$ cat src/rtl/router_pkg.sv
// Shared router definitions: header field widths, framer FSM states and header packing.
package router_pkg;

  localparam int unsigned HDR_ADDR_W = 2;
  localparam int unsigned HDR_LEN_W  = 6;
  localparam logic [HDR_ADDR_W-1:0] ADDR_ILLEGAL = 2'd3;

  typedef enum logic [2:0] {
    IDLE,
    FILL,
    HEADER,
    PAYLOAD,
    PARITY,
    GAP
  } framer_state_t;

  function automatic logic [HDR_LEN_W+HDR_ADDR_W-1:0] pack_header(
    input logic [HDR_ADDR_W-1:0] addr,
    input logic [HDR_LEN_W-1:0]  len
  );
    return {len, addr};
  endfunction

endpackage

$ cat src/rtl/router_pkt_fifo.sv
// Single-clock first-word-fall-through FIFO with occupancy count; a pop frees a slot
// for a same-cycle push even when full.
module router_pkt_fifo #(
  parameter int unsigned DEPTH = 64,
  parameter int unsigned WIDTH = 8,
  localparam int unsigned AW = $clog2(DEPTH),
  localparam int unsigned CW = $clog2(DEPTH) + 1
) (
  input  logic             clk,
  input  logic             rst,
  input  logic             push,
  input  logic [WIDTH-1:0] din,
  input  logic             pop,
  output logic [WIDTH-1:0] dout,
  output logic [CW-1:0]    count,
  output logic             full,
  output logic             empty
);

  logic [WIDTH-1:0] mem [DEPTH];
  logic [AW-1:0]    wptr;
  logic [AW-1:0]    rptr;
  logic             do_push;
  logic             do_pop;

  function automatic logic [AW-1:0] ptr_inc(input logic [AW-1:0] p);
    return (p == AW'(DEPTH - 1)) ? '0 : p + 1'b1;
  endfunction

  assign full    = (count == CW'(DEPTH));
  assign empty   = (count == '0);
  assign do_pop  = pop & ~empty;
  assign do_push = push & (~full | do_pop);
  assign dout    = mem[rptr];

  always_ff @(posedge clk) begin
    if (rst) begin
      wptr  <= '0;
      rptr  <= '0;
      count <= '0;
    end else begin
      if (do_push) wptr <= ptr_inc(wptr);
      if (do_pop)  rptr <= ptr_inc(rptr);
      case ({do_push, do_pop})
        2'b10:   count <= count + 1'b1;
        2'b01:   count <= count - 1'b1;
        default: count <= count;
      endcase
    end
  end

  always_ff @(posedge clk) begin
    if (do_push) mem[wptr] <= din;
  end

endmodule

$ cat src/rtl/router_pkt_framer.sv
// Router input-port packet source: buffers a whole payload, then emits
// header / payload / parity back-to-back under busy back-pressure.
module router_pkt_framer
  import router_pkg::*;
#(
  parameter int unsigned GAP_CYCLES = 2,
  parameter int unsigned FIFO_DEPTH = 64
) (
  input  logic                  clk,
  input  logic                  resetn,
  input  logic                  cmd_valid,
  output logic                  cmd_ready,
  input  logic [HDR_ADDR_W-1:0] cmd_addr,
  input  logic [HDR_LEN_W-1:0]  cmd_len,
  input  logic                  cmd_bad_parity,
  input  logic                  pld_valid,
  output logic                  pld_ready,
  input  logic [7:0]            pld_data,
  input  logic                  busy,
  output logic                  packet_valid,
  output logic [7:0]            pkt_data,
  output logic                  err_cmd
);

  localparam int unsigned CW = $clog2(FIFO_DEPTH) + 1;
  localparam int unsigned GW = (GAP_CYCLES > 1) ? $clog2(GAP_CYCLES) : 1;

  framer_state_t         state_q, state_d;
  logic [HDR_ADDR_W-1:0] addr_q;
  logic [HDR_LEN_W-1:0]  len_q;
  logic                  bad_q;
  logic [HDR_LEN_W-1:0]  cnt_q, cnt_d;
  logic [7:0]            par_q, par_d;
  logic [GW-1:0]         gap_q, gap_d;
  logic                  have_q;
  logic                  valid_d;
  logic [7:0]            data_d;
  logic                  err_d;
  logic                  cmd_ready_d;
  logic                  pld_ready_d;

  logic                  cmd_fire;
  logic                  fifo_push;
  logic                  fifo_pop;
  logic [7:0]            fifo_head;
  logic [CW-1:0]         fifo_count;
  logic [CW-1:0]         count_next;
  logic                  fifo_full;
  logic                  fifo_empty;

  router_pkt_fifo #(
    .DEPTH(FIFO_DEPTH),
    .WIDTH(8)
  ) u_fifo (
    .clk  (clk),
    .rst  (resetn),
    .push (fifo_push),
    .din  (pld_data),
    .pop  (fifo_pop),
    .dout (fifo_head),
    .count(fifo_count),
    .full (fifo_full),
    .empty(fifo_empty)
  );

  assign cmd_fire   = cmd_valid & cmd_ready;
  assign fifo_push  = pld_valid & pld_ready & ~fifo_full;
  assign count_next = fifo_count + CW'(fifo_push) - CW'(fifo_pop);

  always_comb begin
    state_d  = state_q;
    cnt_d    = cnt_q;
    par_d    = par_q;
    gap_d    = gap_q;
    valid_d  = packet_valid;
    data_d   = pkt_data;
    err_d    = 1'b0;
    fifo_pop = 1'b0;

    case (state_q)
      IDLE: begin
        if (cmd_fire) begin
          if (cmd_addr == ADDR_ILLEGAL || cmd_len == '0) err_d = 1'b1;
          else                                             state_d = FILL;
        end
      end
      FILL: begin
        if (have_q) begin
          state_d = HEADER;
          data_d  = pack_header(addr_q, len_q);
          par_d   = pack_header(addr_q, len_q);
          cnt_d   = len_q;
          valid_d = 1'b1;
        end
      end
      HEADER: begin
        if (!busy) begin
          fifo_pop = ~fifo_empty;
          data_d   = fifo_head;
          par_d    = par_q ^ fifo_head;
          cnt_d    = cnt_q - 1'b1;
          state_d  = PAYLOAD;
        end
      end
      PAYLOAD: begin
        if (!busy) begin
          if (cnt_q == '0) begin
            state_d = PARITY;
            valid_d = 1'b0;
            data_d  = bad_q ? ~par_q : par_q;
          end else begin
            fifo_pop = ~fifo_empty;
            data_d   = fifo_head;
            par_d    = par_q ^ fifo_head;
            cnt_d    = cnt_q - 1'b1;
          end
        end
      end
      PARITY: begin
        if (!busy) begin
          data_d = '0;
          if (GAP_CYCLES == 0) begin
            state_d = IDLE;
          end else begin
            state_d = GAP;
            gap_d   = GW'(GAP_CYCLES - 1);
          end
        end
      end
      GAP: begin
        if (gap_q == '0) state_d = IDLE;
        else             gap_d   = gap_q - 1'b1;
      end
      default: state_d = IDLE;
    endcase

    cmd_ready_d = (state_d == IDLE);
    pld_ready_d = (count_next != CW'(FIFO_DEPTH));
  end

  always_ff @(posedge clk) begin
    if (resetn) begin
      state_q      <= IDLE;
      addr_q       <= '0;
      len_q        <= '0;
      bad_q        <= 1'b0;
      cnt_q        <= '0;
      par_q        <= '0;
      gap_q        <= '0;
      have_q       <= 1'b0;
      packet_valid <= 1'b0;
      pkt_data     <= '0;
      err_cmd      <= 1'b0;
      cmd_ready    <= 1'b0;
      pld_ready    <= 1'b0;
    end else begin
      state_q <= state_d;
      if (cmd_fire) begin
        addr_q <= cmd_addr;
        len_q  <= cmd_len;
        bad_q  <= cmd_bad_parity;
      end
      cnt_q <= cnt_d;
      par_q <= par_d;
      gap_q <= gap_d;
      // Payload-ready compare is registered and only qualified while in FILL,
      // which places the header one cycle after the first FILL cycle.
      have_q       <= (state_q == FILL) && (fifo_count >= CW'(len_q));
      packet_valid <= valid_d;
      pkt_data     <= data_d;
      err_cmd      <= err_d;
      cmd_ready    <= cmd_ready_d;
      pld_ready    <= pld_ready_d;
    end
  end

endmodule

$ cat config.mk
export PLATFORM = sky130hd
export DESIGN_NAME = router_pkt_framer
export DESIGN_NICKNAME = d
export VERILOG_FILES = /design/src/rtl/router_pkg.sv /design/src/rtl/router_pkt_fifo.sv /design/src/rtl/router_pkt_framer.sv
export SDC_FILE = /design/constraint.sdc
export NUM_CORES = 1
export LEC_CHECK = 0
export CORE_ASPECT_RATIO = 1.5
export CORE_MARGIN = 5
export CORE_UTILIZATION = 35
export CTS_BUF_LIST = sky130_fd_sc_hd__clkbuf_2
export DETAILED_ROUTE_END_ITERATION = 16
export GPL_TIMING_DRIVEN = 0
export SLEW_MARGIN = 5
export SYNTH_ARGS = -nofsm -noshare
export SYNTH_HDL_FRONTEND = slang
export SYNTH_SLANG_ARGS = --single-unit
$ cat constraint.sdc
create_clock -name clk -period 4.1 [get_ports clk]
set_input_delay 1.23 -clock clk [delete_from_list [all_inputs] [get_ports clk]]
set_output_delay 1.23 -clock clk [all_outputs]
set_load 0.005 [all_outputs]
==> flow_metrics.py <==
metrics = {
    "worst_hold_path": {
        "worstHoldStart": "packet_valid",
        "min_delay_path_depth": 1,
        "hp-class": "reg2reg",
        "worstHoldEndpoint": "packet_valid",
    },
    "synthesis": {
        "synth_top_area_cell": "edfxtp_1",
        "avgSynthCellArea_um2": 15.58,
        "synth.area.top_cells": "edfxtp_1 64%, mux2i_1 6.4%, dfxtp_1 5.4%",
        "yosysSeqAreaShare_pct": 69.69,
        "ys.flop_type": "edfxtp_1",
        "syn_nets": 1580,
        "synth_edf_count": 512,
        "yosysTopAreaCellShare_pct": 64.25,
        "ys_types": 63,
        "netlist_instances": 1536,
        "async_flop_share_pct": 0,
        "yosysWarnings": 0,
        "synth_seq_cells": 577,
        "syn-cell-area_um2": 23930,
    },
    "setup_path": {
        "crit_path_end_kind": "flop",
        "rrSetupSlack_ns": 0.15,
        "worst-path-buf-inv": 3,
        "crit_chain": "inv_1 > ha_1 > nand2_1 > nor3_4 > a21oi_2 > clkbuf_4 > inv_1 > nor2_1 > nand3_1 > nor2_1",
        "worstSetupStartpointType": "flop",
        "critPathTopFamily": "simple AND/OR/NAND/NOR gates",
        "crit_type": "reg2reg",
        "critical_path.max_stage_delay_ns": 0.93,
        "worstReg2RegEnd": "u_fifo.mem[35][0]",
        "reg2reg_from": "u_fifo.count[5]",
        "r2r_cells": 10,
        "cp_max_fo": 10,
        "arrival_ns": 4.69,
        "cp_slowest_cell": "nor2_1",
        "crit_required_ns": 4.84,
    },
    "place": {
        "place_congestion": 0.9387,
        "hpwl_mm": 44.87,
        "io_buffer_count": 32,
        "dp_cells": 2468,
    },
    "clocking": {
        "numCtsBuffers": 136,
        "clockRootBuffer": "clkbuf_2",
        "clockBufferDepth": 3,
        "cts_setup_buffers": 0,
        "h-tree-depth": 4,
        "clkTransAtPathRegs_ns": 0.10,
        "cts.sinks": 577,
        "clock_latency_ns": 1.18,
        "cts_tree": "built",
    },
    "global_route": {
        "globalRoute.totalOverflow": 0,
        "grt_start_max_net_pins": 51,
        "antenna_found_initial": 2,
        "grt_usage_pct": 17.65,
        "grt_pass1_vias": 14800,
        "grt_first_pass_wirelength_mm": 96.14,
    },
    "timing": {
        "worstMarginPinSlew_ns": 1.399,
        "max_slew_margin_pct": 4.332,
        "finalCriticalPeriod_ns": 3.952,
        "fin_crit_sh_pct": 96.40,
        "slew_viol_final": 0,
        "fin_skew_ns": 0.1140,
        "rsz0062_at_grt": "false",
        "hold_viol": 0,
        "setup_viol": 0,
        "max_clock_freq_mhz": 253.0,
    },
    "run": {
        "maxCapViolations": 0,
    },
    "detailed_routing": {
        "dr.first_iter.drc_count": 1267,
        "viasPerCell": 5.369,
        "ant_nets": 0,
        "wire_per_inst_um": 24.60,
        "routed_wl_mm": 66.47,
        "drt-pass1-iter-count": 7,
        "drc_errors": 0,
        "vias": 14510,
    },
    "power": {
        "cellPowerDensity_nw_per_um2": 397.7,
        "power_mw": 10.69,
        "ir_drop_mv": 0.2128,
        "power_leakage_nw": 8.308,
    },
    "finish": {
        "postLayoutCoreUtil_pct": 39.56,
        "final_cell_mix": "512 x edfxtp_1, 196 x clkbuf_2, 152 x mux2i_1, 141 x nor2_1, 69 x a21oi_1",
        "fillCellCount": 6335,
        "finalNonFillerCells": 2702,
        "syn_to_final_growth_pct": 12.29,
        "nets": 1758,
        "layout_commonest_cell": "edfxtp_1",
        "drive_above_1_share_pct": 19.51,
    },
    "die": {
        "chipHeight_um": 330.2,
        "num_io_pins": 34,
        "die_x_um": 223.5,
        "die-area_um2": 73810,
        "rows": 117,
        "start_util_pct": 35.23,
        "core_um2": 67930,
    },
    "outcome": {
        "status": "complete, no violations",
    },
}
[layout make-up]
type	count	area (um^2)	area share, %
clock buffer	196	980.9	3.650
clock inverter	37	339.1	1.262
buffer	87	564.3	2.100
inverter	24	90.09	0.3352
tap	892	1116	4.153
antenna	1	2.502	0.009312
multi-input combinational	848	6659	24.78
timing repair buffer	40	440.4	1.639
sequential	577	16680	62.07
[cells by family after synthesis]
kind of cell               count (synthesis)  synth area share [%]
DFF                                      577                 69.69
buffers and inverters                    111                 2.719
muxes                                    209                 11.63
xor gates and xnor gates                  29                 1.061
and+or+nand+nor                          325                 6.232
adders and majority gates                 22                 1.182
AOI/OAI and AO/OA                        263                 7.492
[metrics by stage]
| stage | setup WS [ns] | hold slack (ns) | cell area, um^2 | TNS, ns |
|---|---|---|---|---|
| CTS | 0.01185 | 0.3995 | 26820 | 0 |
| global placement | -1.085 | 0.4581 | 25370 | -156.11 |
| detailed placement | -1.170 | 0.4550 | 25490 | -183.22 |
| finish | 0.1477 | 0.4717 | 26870 | 0 |
| floorplan | 0.1733 | 0.4501 | 23930 | 0 |
| global route | 0.005996 | 0.4433 | 26870 | 0 |
[timing repair]
item                       4_1_cts  5_1_grt
pin swaps                        0        1
hold buffers                     0        0
resized for setup                4       11
setup endpoints to repair       37       66
cloned                           0        0
[power breakdown]
| group | total, mW | internal (mW) | switching (mW) |
|---|---|---|---|
| Clock | 3.97 | 1.72 | 2.25 |
| Sequential | 6.42 | 6.40 | 0.0188 |
| Combinational | 0.294 | 0.0887 | 0.205 |
| Total | 10.7 | 8.21 | 2.48 |
[cells in the mapped netlist, drive strengths merged, types with 4 or more instances]
library cell / n
buf: 61
a22oi: 58
o22ai: 15
xnor2: 16
or3: 8
a21oi: 71
a22o: 5
nor3b: 5
nand3b: 4
mux2i: 152
xor2: 13
nand2b: 10
dfxtp: 65
ha: 21
a2111oi: 10
clkbuf: 26
mux4: 52
a211oi: 30
mux2: 5
o21ai: 28
inv: 24
and2: 4
o21a: 6
o32ai: 7
nor3: 23
a311o: 7
nor2: 142
edfxtp: 512
a221oi: 9
nor2b: 23
nand4: 6
nand3: 21
nand2: 66
[worst max path at each step]
stage	depth (start not counted)	start	end	slack (ns)
final	10	u_fifo.count[5]	u_fifo.mem[35][0]	0.15
after global placement	15	busy	u_fifo.count[6]	-1.09
after global routing	17	cnt_q[0]	u_fifo.count[6]	0.006
after CTS	18	u_fifo.count[4]	u_fifo.count[6]	0.01
after detailed placement	15	busy	u_fifo.count[6]	-1.17
after floorplan	13	busy	u_fifo.count[4]	0.17
[layer usage]
layer / routed length (um) / track usage (%)
met5: 7 / 0
met4: 3133 / 8.981
met1: 24460 / 19.57
met3: 3313 / 3.094
met2: 35560 / 32.41
[sequential cells by signal, indices dropped and copies added, names as in the netlist, 2 cells and up, named ones only]
| name | cells |
|---|---|
| addr_q | 2 |
| cnt_q | 6 |
| len_q | 6 |
| par_q | 8 |
| pkt_data | 8 |
| state_q | 3 |
| u_fifo.count | 7 |
| u_fifo.mem | 512 |
| u_fifo.rptr | 6 |
| u_fifo.wptr | 6 |
(Power assumes the default switching activity.)
